### src/rtl/pipe_pkg.sv
// Shared types for the ID/EX pipeline segment: the decoded control word
// carried from decode into EX, its NOP value, and a small helper used by
// the load-use hazard logic.
package pipe_pkg;

   localparam int CTRL_W = 22;

   // Decoded control word, MSB first.
   typedef struct packed {
      logic [2:0] ALUOpS;
      logic [2:0] ALUOpV;
      logic       WriteVec;
      logic       Brinco;
      logic       Equal;
      logic       GEQ;
      logic       LEQ;
      logic       MemToReg;
      logic       MemRead;
      logic       MemWrite;
      logic       ALUSrc;
      logic       RegWriteS;
      logic       RegWriteV;
      logic       WriteDataSrc;
      logic       AluData;
      logic       EnableRead;
      logic       EnableWrite;
      logic       FlagRDSrc;
   } id_ctrl_t;

   // A bubble carries an all-zero control word: no writes, no memory access.
   localparam id_ctrl_t CTRL_NOP = '0;

   // True for an instruction whose result only exists after the memory
   // read, i.e. one that a dependent instruction in ID must wait for.
   function automatic logic is_load_writer(input id_ctrl_t c);
      return c.MemRead & (c.RegWriteS | c.RegWriteV);
   endfunction

endpackage

### src/rtl/id_ex_stage_if.sv
// Bundle of the decode-side inputs and EX-side outputs of the ID/EX
// segment. The master drives decode fields and pipeline controls; the
// slave (the stage itself) returns the registered EX view and the stall.
interface id_ex_stage_if
   import pipe_pkg::*;
#(
   parameter int DW   = 19,
   parameter int AW   = 5,
   parameter int PCW  = 32,
   parameter int CNTW = 16
) ();

   // Decode side
   logic [PCW-1:0]  pc_id;
   logic [DW-1:0]   rd1_id;
   logic [DW-1:0]   rd2_id;
   logic [DW-1:0]   rd3_id;
   logic [DW-1:0]   imm_id;
   logic [AW-1:0]   rs1_id;
   logic [AW-1:0]   rs2_id;
   logic [AW-1:0]   rs3_id;
   logic            use_rs1_id;
   logic            use_rs2_id;
   logic            use_rs3_id;
   logic [AW-1:0]   rdst_id;
   id_ctrl_t        ctrl_id;

   // Pipeline controls
   logic            flush;
   logic            step_mode;
   logic            step_req;

   // EX side
   logic [PCW-1:0]  pc_ex;
   logic [DW-1:0]   rd1_ex;
   logic [DW-1:0]   rd2_ex;
   logic [DW-1:0]   rd3_ex;
   logic [DW-1:0]   imm_ex;
   logic [AW-1:0]   rs1_ex;
   logic [AW-1:0]   rs2_ex;
   logic [AW-1:0]   rs3_ex;
   logic [AW-1:0]   rdst_ex;
   id_ctrl_t        ctrl_ex;
   logic            valid_ex;
   logic            stall;
   logic [CNTW-1:0] bubble_cnt;

   modport master (
      output pc_id, rd1_id, rd2_id, rd3_id, imm_id,
             rs1_id, rs2_id, rs3_id, use_rs1_id, use_rs2_id, use_rs3_id,
             rdst_id, ctrl_id, flush, step_mode, step_req,
      input  pc_ex, rd1_ex, rd2_ex, rd3_ex, imm_ex,
             rs1_ex, rs2_ex, rs3_ex, rdst_ex, ctrl_ex, valid_ex,
             stall, bubble_cnt
   );

   modport slave (
      input  pc_id, rd1_id, rd2_id, rd3_id, imm_id,
             rs1_id, rs2_id, rs3_id, use_rs1_id, use_rs2_id, use_rs3_id,
             rdst_id, ctrl_id, flush, step_mode, step_req,
      output pc_ex, rd1_ex, rd2_ex, rd3_ex, imm_ex,
             rs1_ex, rs2_ex, rs3_ex, rdst_ex, ctrl_ex, valid_ex,
             stall, bubble_cnt
   );

endinterface

### src/rtl/hazard_detect.sv
// Load-use hazard detector. Flags the case where EX holds a valid load
// that writes a register and the instruction in ID reads that register
// through any of its source ports. Register 0 is compared like any other.
module hazard_detect
   import pipe_pkg::*;
#(
   parameter int AW   = 5,
   parameter int NSRC = 3
) (
   input  logic                     valid_ex,
   input  id_ctrl_t                 ctrl_ex,
   input  logic [AW-1:0]            rdst_ex,
   input  logic [NSRC-1:0][AW-1:0]  rs_id,
   input  logic [NSRC-1:0]          use_rs_id,
   output logic                     haz
);

   logic [NSRC-1:0] src_match;

   // Per-source dependency check: only sources actually read count.
   generate
      for (genvar gi = 0; gi < NSRC; gi++) begin : g_src
         assign src_match[gi] = use_rs_id[gi] & (rs_id[gi] == rdst_ex);
      end
   endgenerate

   // Hazard needs a real load in EX and at least one dependent source.
   assign haz = valid_ex & is_load_writer(ctrl_ex) & (|src_match);

endmodule

### src/rtl/id_ex_stage.sv
// ID/EX pipeline register. Captures decoded operands and control, inserts
// bubbles on branch flush or load-use hazard, holds the front-end during
// hazards and while single-step mode waits for a step request edge, and
// keeps a saturating count of the bubbles it has inserted.
module id_ex_stage
   import pipe_pkg::*;
#(
   parameter int DW   = 19,
   parameter int AW   = 5,
   parameter int PCW  = 32,
   parameter int CNTW = 16
) (
   input logic          clk,
   input logic          rst,
   id_ex_stage_if.slave bus
);

   logic [PCW-1:0]  pc_ex_reg;
   logic [DW-1:0]   rd1_ex_reg;
   logic [DW-1:0]   rd2_ex_reg;
   logic [DW-1:0]   rd3_ex_reg;
   logic [DW-1:0]   imm_ex_reg;
   logic [AW-1:0]   rs1_ex_reg;
   logic [AW-1:0]   rs2_ex_reg;
   logic [AW-1:0]   rs3_ex_reg;
   logic [AW-1:0]   rdst_ex_reg;
   id_ctrl_t        ctrl_ex_reg;
   logic            valid_ex_reg;
   logic [CNTW-1:0] bubble_cnt_reg;
   logic [CNTW-1:0] bubble_cnt_next;
   logic            step_q_reg;

   logic            step_edge;
   logic            adv;
   logic            haz;
   logic            do_bubble;
   logic            do_capture;

   logic [2:0][AW-1:0] rs_vec;
   logic [2:0]         use_vec;

   assign rs_vec  = {bus.rs3_id, bus.rs2_id, bus.rs1_id};
   assign use_vec = {bus.use_rs3_id, bus.use_rs2_id, bus.use_rs1_id};

   hazard_detect #(
      .AW   (AW),
      .NSRC (3)
   ) u_hazard_detect (
      .valid_ex  (valid_ex_reg),
      .ctrl_ex   (ctrl_ex_reg),
      .rdst_ex   (rdst_ex_reg),
      .rs_id     (rs_vec),
      .use_rs_id (use_vec),
      .haz       (haz)
   );

   // In step mode only a rising edge of the request lets the pipe move;
   // otherwise the pipe advances every cycle. Flush and hazard are only
   // acted on in cycles that advance.
   assign step_edge  = bus.step_req & ~step_q_reg;
   assign adv        = ~bus.step_mode | step_edge;
   assign do_bubble  = adv & (bus.flush | haz);
   assign do_capture = adv & ~bus.flush & ~haz;

   // A flush wins over a hazard so IF is free to fetch the branch target.
   assign bus.stall  = ~adv | (haz & ~bus.flush);

   // Saturating bubble counter: stop at all-ones rather than wrapping.
   always_comb begin
      bubble_cnt_next = bubble_cnt_reg;
      if (do_bubble && (bubble_cnt_reg != {CNTW{1'b1}})) begin
         bubble_cnt_next = bubble_cnt_reg + CNTW'(1);
      end
   end

   // Step request history, sampled every cycle regardless of mode.
   always_ff @(posedge clk or negedge rst) begin
      if (!rst) begin
         step_q_reg <= 1'b0;
      end else begin
         step_q_reg <= bus.step_req;
      end
   end

   // Control/valid/counter: bubble zeroes control, capture loads it.
   always_ff @(posedge clk or negedge rst) begin
      if (!rst) begin
         ctrl_ex_reg    <= CTRL_NOP;
         valid_ex_reg   <= 1'b0;
         bubble_cnt_reg <= '0;
      end else begin
         bubble_cnt_reg <= bubble_cnt_next;
         if (do_bubble) begin
            ctrl_ex_reg  <= CTRL_NOP;
            valid_ex_reg <= 1'b0;
         end else if (do_capture) begin
            ctrl_ex_reg  <= bus.ctrl_id;
            valid_ex_reg <= 1'b1;
         end
      end
   end

   // Operand, index and PC registers: load on capture, otherwise hold.
   // Their contents during a bubble are meaningless to EX.
   always_ff @(posedge clk or negedge rst) begin
      if (!rst) begin
         pc_ex_reg   <= '0;
         rd1_ex_reg  <= '0;
         rd2_ex_reg  <= '0;
         rd3_ex_reg  <= '0;
         imm_ex_reg  <= '0;
         rs1_ex_reg  <= '0;
         rs2_ex_reg  <= '0;
         rs3_ex_reg  <= '0;
         rdst_ex_reg <= '0;
      end else if (do_capture) begin
         pc_ex_reg   <= bus.pc_id;
         rd1_ex_reg  <= bus.rd1_id;
         rd2_ex_reg  <= bus.rd2_id;
         rd3_ex_reg  <= bus.rd3_id;
         imm_ex_reg  <= bus.imm_id;
         rs1_ex_reg  <= bus.rs1_id;
         rs2_ex_reg  <= bus.rs2_id;
         rs3_ex_reg  <= bus.rs3_id;
         rdst_ex_reg <= bus.rdst_id;
      end
   end

   assign bus.pc_ex      = pc_ex_reg;
   assign bus.rd1_ex     = rd1_ex_reg;
   assign bus.rd2_ex     = rd2_ex_reg;
   assign bus.rd3_ex     = rd3_ex_reg;
   assign bus.imm_ex     = imm_ex_reg;
   assign bus.rs1_ex     = rs1_ex_reg;
   assign bus.rs2_ex     = rs2_ex_reg;
   assign bus.rs3_ex     = rs3_ex_reg;
   assign bus.rdst_ex    = rdst_ex_reg;
   assign bus.ctrl_ex    = ctrl_ex_reg;
   assign bus.valid_ex   = valid_ex_reg;
   assign bus.bubble_cnt = bubble_cnt_reg;

endmodule

### src/flat_wrapper.sv
// flat-port wrapper written by rule: the top's interface ports become plain ports
module id_ex_stage_flat import pipe_pkg::*;
#(
   parameter int DW   = 19,
   parameter int AW   = 5,
   parameter int PCW  = 32,
   parameter int CNTW = 16
)
  (clk, rst, bus_pc_id, bus_rd1_id, bus_rd2_id, bus_rd3_id, bus_imm_id, bus_rs1_id, bus_rs2_id, bus_rs3_id, bus_use_rs1_id, bus_use_rs2_id, bus_use_rs3_id, bus_rdst_id, bus_ctrl_id, bus_flush, bus_step_mode, bus_step_req, bus_pc_ex, bus_rd1_ex, bus_rd2_ex, bus_rd3_ex, bus_imm_ex, bus_rs1_ex, bus_rs2_ex, bus_rs3_ex, bus_rdst_ex, bus_ctrl_ex, bus_valid_ex, bus_stall, bus_bubble_cnt);
  id_ex_stage_if #(.DW(DW), .AW(AW), .PCW(PCW), .CNTW(CNTW)) bus_i ();
  input logic clk;
  input logic rst;
  input wire logic [$bits(bus_i.pc_id)-1:0] bus_pc_id;
  input wire logic [$bits(bus_i.rd1_id)-1:0] bus_rd1_id;
  input wire logic [$bits(bus_i.rd2_id)-1:0] bus_rd2_id;
  input wire logic [$bits(bus_i.rd3_id)-1:0] bus_rd3_id;
  input wire logic [$bits(bus_i.imm_id)-1:0] bus_imm_id;
  input wire logic [$bits(bus_i.rs1_id)-1:0] bus_rs1_id;
  input wire logic [$bits(bus_i.rs2_id)-1:0] bus_rs2_id;
  input wire logic [$bits(bus_i.rs3_id)-1:0] bus_rs3_id;
  input wire logic [$bits(bus_i.use_rs1_id)-1:0] bus_use_rs1_id;
  input wire logic [$bits(bus_i.use_rs2_id)-1:0] bus_use_rs2_id;
  input wire logic [$bits(bus_i.use_rs3_id)-1:0] bus_use_rs3_id;
  input wire logic [$bits(bus_i.rdst_id)-1:0] bus_rdst_id;
  input wire logic [$bits(bus_i.ctrl_id)-1:0] bus_ctrl_id;
  input wire logic [$bits(bus_i.flush)-1:0] bus_flush;
  input wire logic [$bits(bus_i.step_mode)-1:0] bus_step_mode;
  input wire logic [$bits(bus_i.step_req)-1:0] bus_step_req;
  output wire logic [$bits(bus_i.pc_ex)-1:0] bus_pc_ex;
  output wire logic [$bits(bus_i.rd1_ex)-1:0] bus_rd1_ex;
  output wire logic [$bits(bus_i.rd2_ex)-1:0] bus_rd2_ex;
  output wire logic [$bits(bus_i.rd3_ex)-1:0] bus_rd3_ex;
  output wire logic [$bits(bus_i.imm_ex)-1:0] bus_imm_ex;
  output wire logic [$bits(bus_i.rs1_ex)-1:0] bus_rs1_ex;
  output wire logic [$bits(bus_i.rs2_ex)-1:0] bus_rs2_ex;
  output wire logic [$bits(bus_i.rs3_ex)-1:0] bus_rs3_ex;
  output wire logic [$bits(bus_i.rdst_ex)-1:0] bus_rdst_ex;
  output wire logic [$bits(bus_i.ctrl_ex)-1:0] bus_ctrl_ex;
  output wire logic [$bits(bus_i.valid_ex)-1:0] bus_valid_ex;
  output wire logic [$bits(bus_i.stall)-1:0] bus_stall;
  output wire logic [$bits(bus_i.bubble_cnt)-1:0] bus_bubble_cnt;
  assign bus_i.pc_id = bus_pc_id;
  assign bus_i.rd1_id = bus_rd1_id;
  assign bus_i.rd2_id = bus_rd2_id;
  assign bus_i.rd3_id = bus_rd3_id;
  assign bus_i.imm_id = bus_imm_id;
  assign bus_i.rs1_id = bus_rs1_id;
  assign bus_i.rs2_id = bus_rs2_id;
  assign bus_i.rs3_id = bus_rs3_id;
  assign bus_i.use_rs1_id = bus_use_rs1_id;
  assign bus_i.use_rs2_id = bus_use_rs2_id;
  assign bus_i.use_rs3_id = bus_use_rs3_id;
  assign bus_i.rdst_id = bus_rdst_id;
  assign bus_i.ctrl_id = bus_ctrl_id;
  assign bus_i.flush = bus_flush;
  assign bus_i.step_mode = bus_step_mode;
  assign bus_i.step_req = bus_step_req;
  assign bus_pc_ex = bus_i.pc_ex;
  assign bus_rd1_ex = bus_i.rd1_ex;
  assign bus_rd2_ex = bus_i.rd2_ex;
  assign bus_rd3_ex = bus_i.rd3_ex;
  assign bus_imm_ex = bus_i.imm_ex;
  assign bus_rs1_ex = bus_i.rs1_ex;
  assign bus_rs2_ex = bus_i.rs2_ex;
  assign bus_rs3_ex = bus_i.rs3_ex;
  assign bus_rdst_ex = bus_i.rdst_ex;
  assign bus_ctrl_ex = bus_i.ctrl_ex;
  assign bus_valid_ex = bus_i.valid_ex;
  assign bus_stall = bus_i.stall;
  assign bus_bubble_cnt = bus_i.bubble_cnt;
  id_ex_stage #(.DW(DW), .AW(AW), .PCW(PCW), .CNTW(CNTW)) u_core (.clk(clk), .rst(rst), .bus(bus_i));
endmodule
### config.mk
export PLATFORM = sky130hd
export DESIGN_NAME = id_ex_stage_flat
export DESIGN_NICKNAME = d
export VERILOG_FILES = /design/src/rtl/pipe_pkg.sv /design/src/rtl/id_ex_stage_if.sv /design/src/rtl/hazard_detect.sv /design/src/rtl/id_ex_stage.sv /design/src/flat_wrapper.sv
export SDC_FILE = /design/constraint.sdc
export NUM_CORES = 1
export LEC_CHECK = 0
export CAP_MARGIN = 40
export CORE_ASPECT_RATIO = 1.1
export CORE_MARGIN = 10
export CORE_UTILIZATION = 55
export DETAILED_ROUTE_END_ITERATION = 8
export DONT_BUFFER_PORTS = 1
export GPL_ROUTABILITY_DRIVEN = 0
export MAX_ROUTING_LAYER = met4
export PLACE_DENSITY_LB_ADDON = 0.05
export REMOVE_ABC_BUFFERS = 1
export SKIP_CTS_REPAIR_TIMING = 1
export SYNTH_ARGS = -nofsm -noshare
export SYNTH_HDL_FRONTEND = slang
export SYNTH_SLANG_ARGS = --single-unit
### constraint.sdc
create_clock -name clk -period 2.8 [get_ports clk]
set_input_delay 0.14 -clock clk [delete_from_list [all_inputs] [get_ports clk]]
set_output_delay 0.14 -clock clk [all_outputs]
set_load 0.1 [all_outputs]
==> summary.txt, run 1 <==
CLOCK NETWORK
------------------------------------------------------------------------------
Num CTS Buffers .................................................           17
Clock sink count ................................................          168
Clock root buffer ...............................................    clkbuf_16
H-Tree Level Count ..............................................            4
Worst-case clock buffer depth ...................................            2

PLACEMENT
------------------------------------------------------------------------------
Number of I/O port buffers ......................................            0
Detailed placement HPWL .........................................     19700 um
Post-placement worst setup slack ................................     0.143 ns

FLOORPLAN
------------------------------------------------------------------------------
Initial core utilization ........................................        0.558
Floorplan die height ............................................       136 um
Number of rows in the core area .................................           42
Chip Width ......................................................       125 um
Number of ports placed on the die boundary ......................          326

SYNTH
------------------------------------------------------------------------------
Main combinational cell family by area after synthesis .......... multiplexers
Number of different library cells in the post-synthesis netlist .           27
Simple logic cell fraction of the synthesized area ..............       0.0228
Netlist area before placement ...................................   6690 sq um
Synth Register Bits .............................................          168
Synthesized instance count ......................................          425
Yosys warns .....................................................            0
Area fraction in compound gates after synthesis .................       0.0520
Mux contribution to synthesized area ............................        0.233
Area share of fa/ha/maj cells after synthesis ...................      0.00187
Post-synthesis average cell area ................................   15.7 sq um
XOR/XNOR Fraction of Synth Area .................................       0.0393
Register area share after synthesis .............................        0.628

GRT
------------------------------------------------------------------------------
Pin count of the biggest net entering global routing ............          169

STATUS
------------------------------------------------------------------------------
Run status ...................................................... stopped before the end
First logged error message ...................................... [ERROR DPL-0038] Utilization greater than 100%, impossible to legalize
Halt Stage ...................................................... global routing (5_1_grt)

STA
------------------------------------------------------------------------------
GRT repair_timing worst endpoint ................................    bus_stall
Category of the worst endpoint ..................................  output port

==> kinds of logic after synthesis <==
family	after synthesis
DFF	168
muxes	129
AOI/OAI and AO/OA	42
and+or+nand+nor	29
xor gates and xnor gates	30
adders and majority gates	1
buffers and inverters	26
==> per-stage QoR <==
step / hold WS (ns) / instances / area (sq um)
floorplan: -0.156 / 403 / 6550
global placement: -0.151 / 612 / 7200
detailed placement: -0.149 / 727 / 10400
CTS: -0.608 / 759 / 11000
==> cell usage after synthesis <==
cell type,count,area (sq um)
nor4_1,3,18.8
nand2b_1,1,6.26
mux2_2,101,1140
ha_1,1,12.5
clkbuf_1,7,26.3
dfrtp_1,168,4200
a2111oi_0,5,43.8
xor2_1,27,236
o21bai_1,2,15.0
and4_1,2,17.5
o211ai_1,1,7.51
nand4_1,2,12.5
a31o_1,1,8.76
mux2_4,28,420
nand3_1,9,45.0
xnor2_1,3,26.3
nand2_1,8,30.0
and2_4,1,8.76
nor2_1,2,7.51
a211oi_1,9,67.6
buf_2,9,45.0
inv_1,4,15.0
a22o_1,22,193
and3_1,1,6.26
buf_6,6,67.6
a21boi_1,1,7.51
a21oi_1,1,5.00
==> run 2: changes to the inputs <==
- CORE_ASPECT_RATIO: 1.1 -> not set
- CORE_UTILIZATION: 55 -> 40
- MAX_ROUTING_LAYER: met4 -> not set
- PLACE_DENSITY_LB_ADDON: 0.05 -> 0.15
==> summary.txt, run 2 <==
STATUS
---------------------------------------------------------------------------------
Run status ......................................................... finished with violations
Violated checks .................................................... negative hold slack

SYNTH
---------------------------------------------------------------------------------
Post-synthesis average cell area ...................................   15.7 sq um
Post-synthesis async set-or-reset flop share .......................         1.00
Synth Register Bits ................................................          168
Cell with the most instances after synthesis .......................      dfrtp_1
Most area-hungry cell type in the Yosys netlist ....................      dfrtp_1
Commonest register cell after synthesis ............................      dfrtp_1
Netlist area before placement ......................................   6690 sq um
Share of the synthesized area in the top cell type .................        0.628
Yosys warns ........................................................            0
Top post-synthesis cells by count .................................. dfrtp_1, mux2_2, mux2_4
Number of different library cells in the post-synthesis netlist ....           27
Number of flops mapped to enable cells by yosys ....................            0
Register area share after synthesis ................................        0.628
Top cells by area in the synthesized netlist ....................... dfrtp_1, mux2_2, mux2_4
Synthesized instance count .........................................          425

GRT
---------------------------------------------------------------------------------
Sum of overflow across all layers after global routing .............            0
Pin count of the biggest net entering global routing ...............          169
Via count of the first global-routing pass .........................         4857
Wire length of the first global-routing pass .......................     32100 um
Number of antenna violations at the first check in global routing ..            3
All-layer global routing usage .....................................        0.192

FLOORPLAN
---------------------------------------------------------------------------------
Floorplan core area ................................................  16500 sq um
Number of ports placed on the die boundary .........................          326
Chip Width .........................................................       149 um
Die outline area ...................................................  22300 sq um
Number of rows in the core area ....................................           47
Floorplan die height ...............................................       149 um
Initial core utilization ...........................................        0.406

DETAILED ROUTING
---------------------------------------------------------------------------------
DRC violation count after routing ..................................            0
Initial DRC Count ..................................................          178
Total Wirelength ...................................................     25500 um
Detailed-route via count ...........................................         4977
Via density per instance ...........................................         5.07
Drt first pass iters ...............................................            4
Average wire per standard cell .....................................      26.0 um
Antenna Violating Nets Remaining ...................................            0

RUN
---------------------------------------------------------------------------------
Number of violations of the max-capacitance limit ..................            0

CLOCK NETWORK
---------------------------------------------------------------------------------
Clock root buffer ..................................................    clkbuf_16
Clock latency on the worst-skew pair ...............................      0.43 ns
Clock tree from TritonCTS ..........................................        built
H-Tree Level Count .................................................            4
Clock sink count ...................................................          168
Clock slew seen by the registers of the worst setup and hold paths .      0.07 ns
Num CTS Buffers ....................................................           17
Worst-case clock buffer depth ......................................            2

WORST SETUP PATH
---------------------------------------------------------------------------------
FF-to-FF End ....................................................... u_core.bus.rd2_ex[16]
Number of cells on the worst reg-to-reg path .......................            7
Worst Setup SP ..................................................... u_core.bus.rdst_ex[4]
Reg2reg start ...................................................... u_core.bus.rdst_ex[4]
Largest driver fanout on the critical path .........................           16
Kind of start point of the critical path ...........................     register
Reg-to-reg setup timing slack ......................................      0.35 ns
CP Data Arrival Time ...............................................      2.32 ns
Startpoint-to-endpoint class of the critical path ..................      reg2out
Worst setup endpoint ...............................................    bus_stall
Data required time of the critical path ............................      2.66 ns
Sort of element at the end of the critical path ....................   output pin

FINAL LAYOUT
---------------------------------------------------------------------------------
Multi-input gate area ..............................................   2340 sq um
Max reg flops ......................................................           32
Share of post-route cells with drive strength above 1 ..............        0.443
Register area ......................................................   4200 sq um
Net count reported at finish .......................................          905
Most used cells in the layout excluding fill and tap cells ......... dfrtp_1, dlygate4sd3_1, buf_16
Most common cell after layout, fill and taps aside .................      dfrtp_1
Fill cell total of the finished layout .............................          855
End-of-flow core utilization .......................................        0.768
Area Growth Syn to Fin .............................................        89.1%

STA
---------------------------------------------------------------------------------
Share of the clock period used by the worst path ...................        0.878
Setup-failing EPs final ............................................            0
Number of hold-slack violations in the final timing report .........          168
Worst-case headroom to the max-slew limit ..........................        0.381
Setup Skew .........................................................    0.0176 ns
Unrepaired setup endpoints after global routing ....................        false
Highest attainable clock frequency .................................      407 MHz
Actual transition at the worst max-transition pin ..................     0.927 ns
Pins over their slew limit .........................................            0
Worst hold slack ...................................................    -0.592 ns
Minimum clock period after layout ..................................      2.46 ns

WORST HOLD PATH
---------------------------------------------------------------------------------
Worst Hold Class ...................................................     in2async

POWER
---------------------------------------------------------------------------------
P_leak .............................................................      5.67 nW
Total power density per cell area ..................................  850 nW/um^2
VDD IR-drop max ....................................................       765 uV

PLACEMENT
---------------------------------------------------------------------------------
Number of I/O port buffers .........................................            0
Detailed placement HPWL ............................................     17100 um

## run 2: worst min path at each step
stage | end | slack [ns] | depth (start not counted)
floorplan | u_core.bus.bubble_cnt[0] | -0.16 | 0
global placement | u_core.bus.rs3_ex[4] | -0.15 | 0
detailed placement | u_core.bus.rs3_ex[4] | -0.15 | 0
CTS | u_core.bus.pc_ex[2] | -0.61 | 0
global route | u_core.bus.pc_ex[2] | -0.62 | 0
finish | u_core.bus.rs1_ex[2] | -0.59 | 0
## run 2: per-stage QoR
stage	setup slack, ns	TNS, ns	cell area [sq um]	cells	power [mW]
4_1_cts	0.347	0	11100	828	10.6
3_3_place_gp	0.481	0	7260	676	6.45
5_1_grt	0.217	0	12700	981	11.0
6_report	0.341	0	12700	981	10.7
2_1_floorplan	-0.665	-78.16	6550	403	6.09
3_5_place_dp	0.406	0	10600	796	8.25
## run 2: logic make-up after synthesis
logic type / after synthesis / share of synthesized area
AOI/OAI and AO/OA: 42 / 0.0520
xor gates and xnor gates: 30 / 0.0393
and+or+nand+nor: 29 / 0.0228
muxes: 129 / 0.233
adders and majority gates: 1 / 0.00187
buffers and inverters: 26 / 0.0230
DFF: 168 / 0.628
## run 2: routing by layer
layer | GRT usage | share of wire | up-vias
met5 | 0 | 0.00067 | -
met3 | 0.121 | 0.10 | 27
met2 | 0.326 | 0.53 | 219
met4 | 0.0662 | 0.018 | 2
li1 | - | - | 2176
met1 | 0.188 | 0.35 | 2553
## run 2: layout make-up
cell class | count | share of cell area
diodes | 2 | 0.000396
inverters | 4 | 0.00119
multi-input cells | 231 | 0.185
repair buffers | 324 | 0.414
flip-flops and latches | 168 | 0.332
clock buffers | 20 | 0.0361
clock inverters | 12 | 0.00930
well taps | 220 | 0.0218
## run 2: critical path, stage by stage, from the launching register on
cell      delay (ns)
dfrtp_1         0.45
xor2_1          0.19
nor4_1          0.32
nand3_1         0.13
a31o_1          0.25
buf_4           0.19
o21bai_2        0.17
buf_12          0.19
## run 2: where the power goes
part,internal (mW),switching (mW)
registers,2.77,0.492
logic,1.99,3.18
clock network,1.28,1.03
total,6.05,4.70
Note: power is estimated with default switching activity, not from simulation.
